$ cat src/rtl/axi4_lite_regfile_slave.sv
// AXI4-Lite slave register file with independent read/write paths, WSTRB byte lanes,
// SLVERR on out-of-range words and per-register write protection.
module axi4_lite_regfile_slave #(
  parameter int                  ADDR_WIDTH = 8,
  parameter int                  DATA_WIDTH = 32,
  parameter int                  NUM_REGS   = 32,
  parameter logic [NUM_REGS-1:0] RO_MASK    = {NUM_REGS{1'b0}}
) (
  input  logic                    ACLK,
  input  logic                    ARESETN,
  input  logic [ADDR_WIDTH-1:0]   S_AWADDR,
  input  logic                    S_AWVALID,
  output logic                    S_AWREADY,
  input  logic [DATA_WIDTH-1:0]   S_WDATA,
  input  logic [DATA_WIDTH/8-1:0] S_WSTRB,
  input  logic                    S_WVALID,
  output logic                    S_WREADY,
  output logic [1:0]              S_BRESP,
  output logic                    S_BVALID,
  input  logic                    S_BREADY,
  input  logic [ADDR_WIDTH-1:0]   S_ARADDR,
  input  logic                    S_ARVALID,
  output logic                    S_ARREADY,
  output logic [DATA_WIDTH-1:0]   S_RDATA,
  output logic [1:0]              S_RRESP,
  output logic                    S_RVALID,
  input  logic                    S_RREADY
);

  localparam int STRB_WIDTH = DATA_WIDTH / 8;
  localparam int OFFS_WIDTH = $clog2(STRB_WIDTH);
  localparam int IDX_WIDTH  = ADDR_WIDTH - OFFS_WIDTH;
  localparam logic [IDX_WIDTH:0] NUM_REGS_EXT = (IDX_WIDTH + 1)'(NUM_REGS);
  localparam logic [1:0] RESP_OKAY   = 2'b00;
  localparam logic [1:0] RESP_SLVERR = 2'b10;

  logic [DATA_WIDTH-1:0] r_regs [NUM_REGS];

  logic                  r_aw_held;
  logic [IDX_WIDTH-1:0]  r_aw_idx;
  logic                  r_w_held;
  logic [DATA_WIDTH-1:0] r_w_data;
  logic [STRB_WIDTH-1:0] r_w_strb;
  logic                  r_bvalid;
  logic [1:0]            r_bresp;

  logic                  r_rvalid;
  logic [DATA_WIDTH-1:0] r_rdata;
  logic [1:0]            r_rresp;

  logic                  w_aw_hs;
  logic                  w_w_hs;
  logic                  w_ar_hs;
  logic                  w_commit;
  logic [IDX_WIDTH-1:0]  w_wr_idx;
  logic [DATA_WIDTH-1:0] w_wr_data;
  logic [STRB_WIDTH-1:0] w_wr_strb;
  logic                  w_wr_in_range;
  logic [IDX_WIDTH-1:0]  w_rd_idx;
  logic                  w_rd_in_range;
  logic [DATA_WIDTH-1:0] w_rd_data;
  logic                  w_unused;

  // Byte-offset address bits select nothing inside a word.
  assign w_unused = ^{S_AWADDR[OFFS_WIDTH-1:0], S_ARADDR[OFFS_WIDTH-1:0]};

  assign S_AWREADY = !r_aw_held && !r_bvalid;
  assign S_WREADY  = !r_w_held && !r_bvalid;
  assign S_ARREADY = !r_rvalid;
  assign S_BVALID  = r_bvalid;
  assign S_BRESP   = r_bresp;
  assign S_RVALID  = r_rvalid;
  assign S_RDATA   = r_rdata;
  assign S_RRESP   = r_rresp;

  assign w_aw_hs  = S_AWVALID && S_AWREADY;
  assign w_w_hs   = S_WVALID && S_WREADY;
  assign w_ar_hs  = S_ARVALID && S_ARREADY;
  assign w_commit = (w_aw_hs || r_aw_held) && (w_w_hs || r_w_held);

  // A same-edge handshake wins over the (necessarily empty) holding register.
  assign w_wr_idx       = w_aw_hs ? S_AWADDR[ADDR_WIDTH-1:OFFS_WIDTH] : r_aw_idx;
  assign w_wr_data      = w_w_hs ? S_WDATA : r_w_data;
  assign w_wr_strb      = w_w_hs ? S_WSTRB : r_w_strb;
  assign w_wr_in_range  = {1'b0, w_wr_idx} < NUM_REGS_EXT;

  assign w_rd_idx       = S_ARADDR[ADDR_WIDTH-1:OFFS_WIDTH];
  assign w_rd_in_range  = {1'b0, w_rd_idx} < NUM_REGS_EXT;

  always_comb begin
    w_rd_data = '0;
    for (int i = 0; i < NUM_REGS; i++) begin
      if (w_rd_idx == IDX_WIDTH'(i)) w_rd_data = r_regs[i];
    end
  end

  // NOTE: the register array is reset element by element because every register has a defined
  // reset value; a storage array without one would be left out of the reset branch.
  always_ff @(posedge ACLK or negedge ARESETN) begin
    if (!ARESETN) begin
      for (int i = 0; i < NUM_REGS; i++) r_regs[i] <= DATA_WIDTH'(i);
    end else if (w_commit) begin
      for (int i = 0; i < NUM_REGS; i++) begin
        if (w_wr_idx == IDX_WIDTH'(i) && !RO_MASK[i]) begin
          for (int b = 0; b < STRB_WIDTH; b++) begin
            if (w_wr_strb[b]) r_regs[i][8*b +: 8] <= w_wr_data[8*b +: 8];
          end
        end
      end
    end
  end

  always_ff @(posedge ACLK or negedge ARESETN) begin
    if (!ARESETN) begin
      r_aw_held <= 1'b0;
      r_aw_idx  <= '0;
      r_w_held  <= 1'b0;
      r_w_data  <= '0;
      r_w_strb  <= '0;
      r_bvalid  <= 1'b0;
      r_bresp   <= RESP_OKAY;
    end else begin
      if (w_commit) begin
        r_aw_held <= 1'b0;
        r_w_held  <= 1'b0;
        r_bvalid  <= 1'b1;
        r_bresp   <= w_wr_in_range ? RESP_OKAY : RESP_SLVERR;
      end else begin
        if (w_aw_hs) begin
          r_aw_held <= 1'b1;
          r_aw_idx  <= S_AWADDR[ADDR_WIDTH-1:OFFS_WIDTH];
        end
        if (w_w_hs) begin
          r_w_held <= 1'b1;
          r_w_data <= S_WDATA;
          r_w_strb <= S_WSTRB;
        end
        if (r_bvalid && S_BREADY) r_bvalid <= 1'b0;
      end
    end
  end

  // Read data samples the array before this edge's commit lands, so same-edge writes stay invisible.
  always_ff @(posedge ACLK or negedge ARESETN) begin
    if (!ARESETN) begin
      r_rvalid <= 1'b0;
      r_rdata  <= '0;
      r_rresp  <= RESP_OKAY;
    end else if (w_ar_hs) begin
      r_rvalid <= 1'b1;
      r_rdata  <= w_rd_in_range ? w_rd_data : '0;
      r_rresp  <= w_rd_in_range ? RESP_OKAY : RESP_SLVERR;
    end else if (r_rvalid && S_RREADY) begin
      r_rvalid <= 1'b0;
    end
  end

endmodule

$ cat config.mk
export PLATFORM = sky130hd
export DESIGN_NAME = axi4_lite_regfile_slave
export DESIGN_NICKNAME = d
export VERILOG_FILES = /design/src/rtl/axi4_lite_regfile_slave.sv
export SDC_FILE = /design/constraint.sdc
export NUM_CORES = 2
export LEC_CHECK = 0
export CAP_MARGIN = 10
export CORE_MARGIN = 2
export CORE_UTILIZATION = 25
export CTS_CLUSTER_DIAMETER = 50
export DETAILED_ROUTE_END_ITERATION = 8
export SYNTH_ARGS = -nofsm -noshare
export SYNTH_HDL_FRONTEND = slang
export SYNTH_SLANG_ARGS = --single-unit
$ cat constraint.sdc
create_clock -name ACLK -period 3.2 [get_ports ACLK]
set_clock_uncertainty 0.2 [all_clocks]
set_input_delay 0.64 -clock ACLK [delete_from_list [all_inputs] [get_ports ACLK]]
set_output_delay 0.64 -clock ACLK [all_outputs]
set_load 0.02 [all_outputs]
# Yosys cells after proc, flatten, opt, wreduce, memory -nomap -nowiden
# Cells that the tools add are included.
classes:
  n_lt_le_gt_ge: 2
  eq_ne: 62
  n_mux: 46
  reduce_logical: 148
op_table:
  columns: ["cell", "n"]
  rows:
  - ["32-bit 2-to-1 mux", 34]
  - ["3-bit AND reduction", 128]
  - ["6-bit by 5-bit equality test with 1-bit output (second input constant)", 32]
  - ["6-bit by 4-bit equality test with 1-bit output (second input constant)", 16]
  - ["6-bit by 3-bit equality test with 1-bit output (second input constant)", 8]
  - ["6-bit by 2-bit equality test with 1-bit output (second input constant)", 4]
  - ["6-bit by 1-bit equality test with 1-bit output (second input constant)", 2]
  - ["6-bit zero test", 2]
  - ["6-bit < comparator (second input constant)", 2]
  - ["1-bit logical AND", 8]
  - ["1-bit 2-to-1 mux", 8]
  - ["2-bit nonzero test", 4]
  - ["6-bit 2-to-1 mux", 1]
  - ["1-bit zero test", 4]
  - ["2-bit 2-to-1 mux", 2]
  - ["4-bit 2-to-1 mux", 1]
  - ["1-bit logical OR", 2]
totals:
  ff_bits: 1106
  output_inout_bits: 41
  wordCells: 396

# Longest topological paths before layout
logic_depth:
  depth_word: 34
  depth_mapped: 12
  ltp_nobuf: 7

# Worst setup path after synthesis
# Ideal clock, no wire load.
synth_path:
  path_type: "input to register"
  startpoint: "input S_ARADDR[5]"
  endpoint: "register r_rdata[5], in the netlist S_RDATA[5]"
  setup_time_ns: 0.126
  arrival_time_ns: 2.624
  required_ns: 2.874
  path_slack_ns: 0.250
  cell_stages: 9
  n_path_buf: 2
  path_cell_list: "buf_6 > or4b_1 > buf_4 > or3_4 > a2111oi_2 > nand4_1 > o21ai_1 > a41oi_1 > a221o_1"
synth_via:
  elab_chain_len: 34
  word_cells_on_any_way: 66
  cone_classes: "order compare: 1; eq/ne: 31; mux: 33; reduce/logical: 1"
synth_lines:
  columns: ["item", "line", "rtl"]
  rows:
  - ["from (decl)", "21", "input logic [ADDR_WIDTH-1:0] S_ARADDR,"]
  - ["6-bit zero test", "93", "if (w_rd_idx == IDX_WIDTH'(i)) w_rd_data = r_regs[i];"]
  - ["32-bit 2-to-1 mux (32 in a row)", "93", null]
  - ["32-bit 2-to-1 mux *", "151", "r_rdata <= w_rd_in_range ? w_rd_data : '0;"]
  - ["to (signal assigned)", "151", null]
  - ["to (decl)", "48", "logic [DATA_WIDTH-1:0] r_rdata;"]
# Mark *: on every way between the ends. The rest lies on a longest branch, timed or not.
# A chain may end at the register's enable or synchronous reset.

# Final worst setup path
layout_path:
  startpoint: "input S_ARADDR[6]"
  endpoint: "register r_rdata[30], in the netlist S_RDATA[30]"
# Same word-level chain as after synthesis.

==> results.json <==
{
  "status": "complete, but fails checks",
  "failed_checks": "design-rule violations",
  "clockRootBuffer": "clkbuf_16",
  "grtUsageTotal_pct": 18.74,
  "ys_seq_area_share_pct": 57.35,
  "fin_crit_sh_pct": 97.73,
  "cp-end-kind": "flop",
  "numCtsBuffers": 134,
  "power_w": 0.05088,
  "tightest_slew_ns": 0.9447,
  "fp.dieW_um": 443.7,
  "synth_xor_area_share_pct": 0,
  "setup_tns_ns": 0,
  "timing.rr.end": "r_regs[530]$_DFFE_PN0P_",
  "ys_top_cells_by_area": "dfrtp_1 (53%), o21ai_0 (11%), nand2_1 (8.5%)",
  "path_clk_slew_ns": 0.06,
  "gp_congestion": 0.9287,
  "grt_max_degree": 154,
  "power.density_nw_per_um2": 800.9,
  "final_util_pct": 33.02,
  "layout_common_cells": "nand2_1 (1094), o21ai_0 (1054), dfrtp_1 (1024)",
  "slew_headroom_pct": 37.02,
  "placed_area_um2": 58860,
  "cp_top_family": "compound AO/OA/AOI/OAI gates",
  "setup_ws_ns": 0.07260,
  "crit_fanout": 16,
  "fin_area_um2": 63530,
  "cp_cell_sequence": "clkdlybuf4s50_1, buf_4, buf_6, nand4bb_2, buf_4, buf_4, o22ai_1, a222oi_1, o31ai_2, a21oi_1, buf_4, nor2_1, o41ai_1",
  "drc": 1,
  "rsz0062_at_grt": "yes",
  "cpMostUsedCell": "buf_4",
  "die_area_um2": 196900,
  "cts_tree": "yes",
  "critPathSlowestCell": "a222oi_1",
  "regToRegStartpoint": "r_aw_held$_DFFE_PN0P_",
  "place_hpwl_um": 135900,
  "synthesis.instances": 5150,
  "rows": 161,
  "mostFrequentLayoutCell": "nand2_1",
  "dr_total_vias": 42649,
  "yosysWarnings": 0,
  "io_pins": 100,
  "hold_viol_final": 0,
  "cp_num_buf_inv": 6,
  "wl_per_cell_um": 22.46,
  "max_freq_ghz": 0.3198,
  "antenna_found_initial": 4,
  "reg2reg_slack_ns": 0.26,
  "startpoint_type": "primary input",
  "grt_pass1_wl_um": 279000,
  "initial_core_util_pct": 25.13,
  "period_minus_slack_ns": 3.127,
  "hp-class": "in2async",
  "totalWireLength_um": 186800,
  "postSynthAreaPerCell_um2": 9.387,
  "final_nets": 5744,
  "coreArea_um2": 192400,
  "setup_violations": 0,
  "cts_htree_levels": 4,
  "maxSlewViolCount": 0,
  "netlist-cell-type-count": 82,
  "synth_top_area_share_pct": 53.00,
  "synthAdderAreaFrac_pct": 0,
  "ir_worst_vdd_v": 0.0005366,
  "cts.path.max_buffers": 3,
  "muxShareOfSynthArea_pct": 2.257,
  "drt-pass1-iter-count": 9,
  "syn2layout_area_growth_pct": 31.40,
  "synth-seq-cells": 1104,
  "max-cap-violations": 0,
  "drive_gt1_share_pct": 20.23,
  "synth_simple_gate_area_share_pct": 15.17,
  "port_buffers": 93,
  "clk_latency_ns": 0.78,
  "path_class": "in2reg",
  "synth_flop_cell": "dfrtp_1",
  "grt_remaining_overflow": 0,
  "cts.sinks": 1104,
  "via_per_inst": 5.127,
  "worstRegToRegCells": 11,
  "die_h_um": 443.7,
  "cp.arrival_ns": 3.58,
  "worstPathRequired_ns": 3.65,
  "synth_top_family_by_area": "compound AO/OA/AOI/OAI gates",
  "max_stage_delay_ns": 0.55,
  "ant_nets": 0,
  "yosys.area.top_type": "dfrtp_1",
  "synth_edf_count": 0,
  "synth_area_um2": 48340,
  "first_global_vias": 41627,
  "synth_compound_area_share_pct": 21.57,
  "pre_cts_ws_ns": -1.083,
  "async_flop_share_pct": 100.0,
  "p_leak_nw": 27.48,
  "drtIter0Drc": 4528
}
==> layout make-up <==
class	instances	area (µm²)
multi-input cells	3618	19480
well taps	2526	3161
inverters	9	33.78
fillers	19412	128900
repair buffers	818	8541
clock buffers	194	3968
flip-flops and latches	1104	27730
diodes	1	2.502
clock inverters	49	613.1
==> state kept, by name, indices dropped and copies added (netlist names) <==
name,count
r_regs,1024
S_RDATA,32
r_w_data,32
r_aw_idx,6
r_w_strb,4
S_BRESP,1
S_BVALID,1
S_RRESP,1
S_RVALID,1
r_aw_held,1
r_w_held,1
==> where the power goes <==
group	internal (W)	switching, W	leakage, nW
clock	0.00942	0.00631	2.24
sequential	0.0193	0.00316	14.9
combinational	0.00478	0.00792	10.4
==> metal layers <==
metal  global-route usage (%)  up-vias  share of wire, %
li1                         -    19323                 -
met1                    24.84    21055                41
met2                    30.15     1902                47
met3                    3.491      367               8.1
met4                    7.411        2               4.0
met5                        0        -            0.0048
==> worst max path at each step <==
stage                     start                 endpoint  slack [ns]  depth (start not counted)
finish              S_ARADDR[6]  S_RDATA[30]$_DFFE_PN0P_        0.07                         13
global route        S_ARADDR[6]  S_RDATA[30]$_DFFE_PN0P_       -0.03                         13
CTS                 S_ARADDR[6]  S_RDATA[30]$_DFFE_PN0P_       0.006                         13
detailed placement  S_ARADDR[5]  S_RDATA[22]$_DFFE_PN0P_       -1.08                         11
global placement    S_ARADDR[5]  S_RDATA[22]$_DFFE_PN0P_       -1.09                         11
floorplan           S_ARADDR[5]   S_RDATA[5]$_DFFE_PN0P_        0.25                          9
==> worst register-to-register path, delay by kind of cell, from the launching register on <==
family	cells	cell delay, ns
buffers and inverters	4	0.73
muxes	1	0.22
and+or+nand+nor	5	1.13
AOI/OAI and AO/OA	1	0.08
DFF	1	0.44
==> cells in the mapped netlist (all sizes together), types with 10 or more instances <==
cell type	number
nand2	1095
o21ai	1062
dfrtp	1024
clkbuf	313
nor2	312
a21oi	258
a22oi	139
nand3	116
buf	107
dfstp	80
mux2i	64
a221oi	59
o22ai	42
nor3	38
nand4	31
a222oi	26
mux2	26
o221ai	23
a211oi	22
a221o	21
a22o	21
and3	20
o211ai	20
nand3b	17
a2111oi	16
nand2b	14
or3	13
nor2b	10
==> metrics by stage <==
step | hold WS (ns) | cells
6_report | 0.1776 | 8319
5_1_grt | 0.1848 | 8318
4_1_cts | 0.1551 | 8318
3_5_place_dp | 0.2650 | 8074
3_3_place_gp | 0.2544 | 8074
2_1_floorplan | 0.1444 | 5151
==> what timing repair did <==
item | in CTS | in global routing
pin swaps | 0 | 2
hold endpoints to repair | 144 | 0
endpoints found under the setup margin | 4 | 17
setup buffers | 0 | 0
hold buffers | 1 | 0
resized for setup | 6 | 12
==> logic make-up after synthesis <==
family	after synthesis
AOI/OAI and AO/OA	1789
buffers and inverters	429
DFF	1104
muxes	97
other	1
and+or+nand+nor	1730
Note: power is estimated with default switching activity, not from simulation.
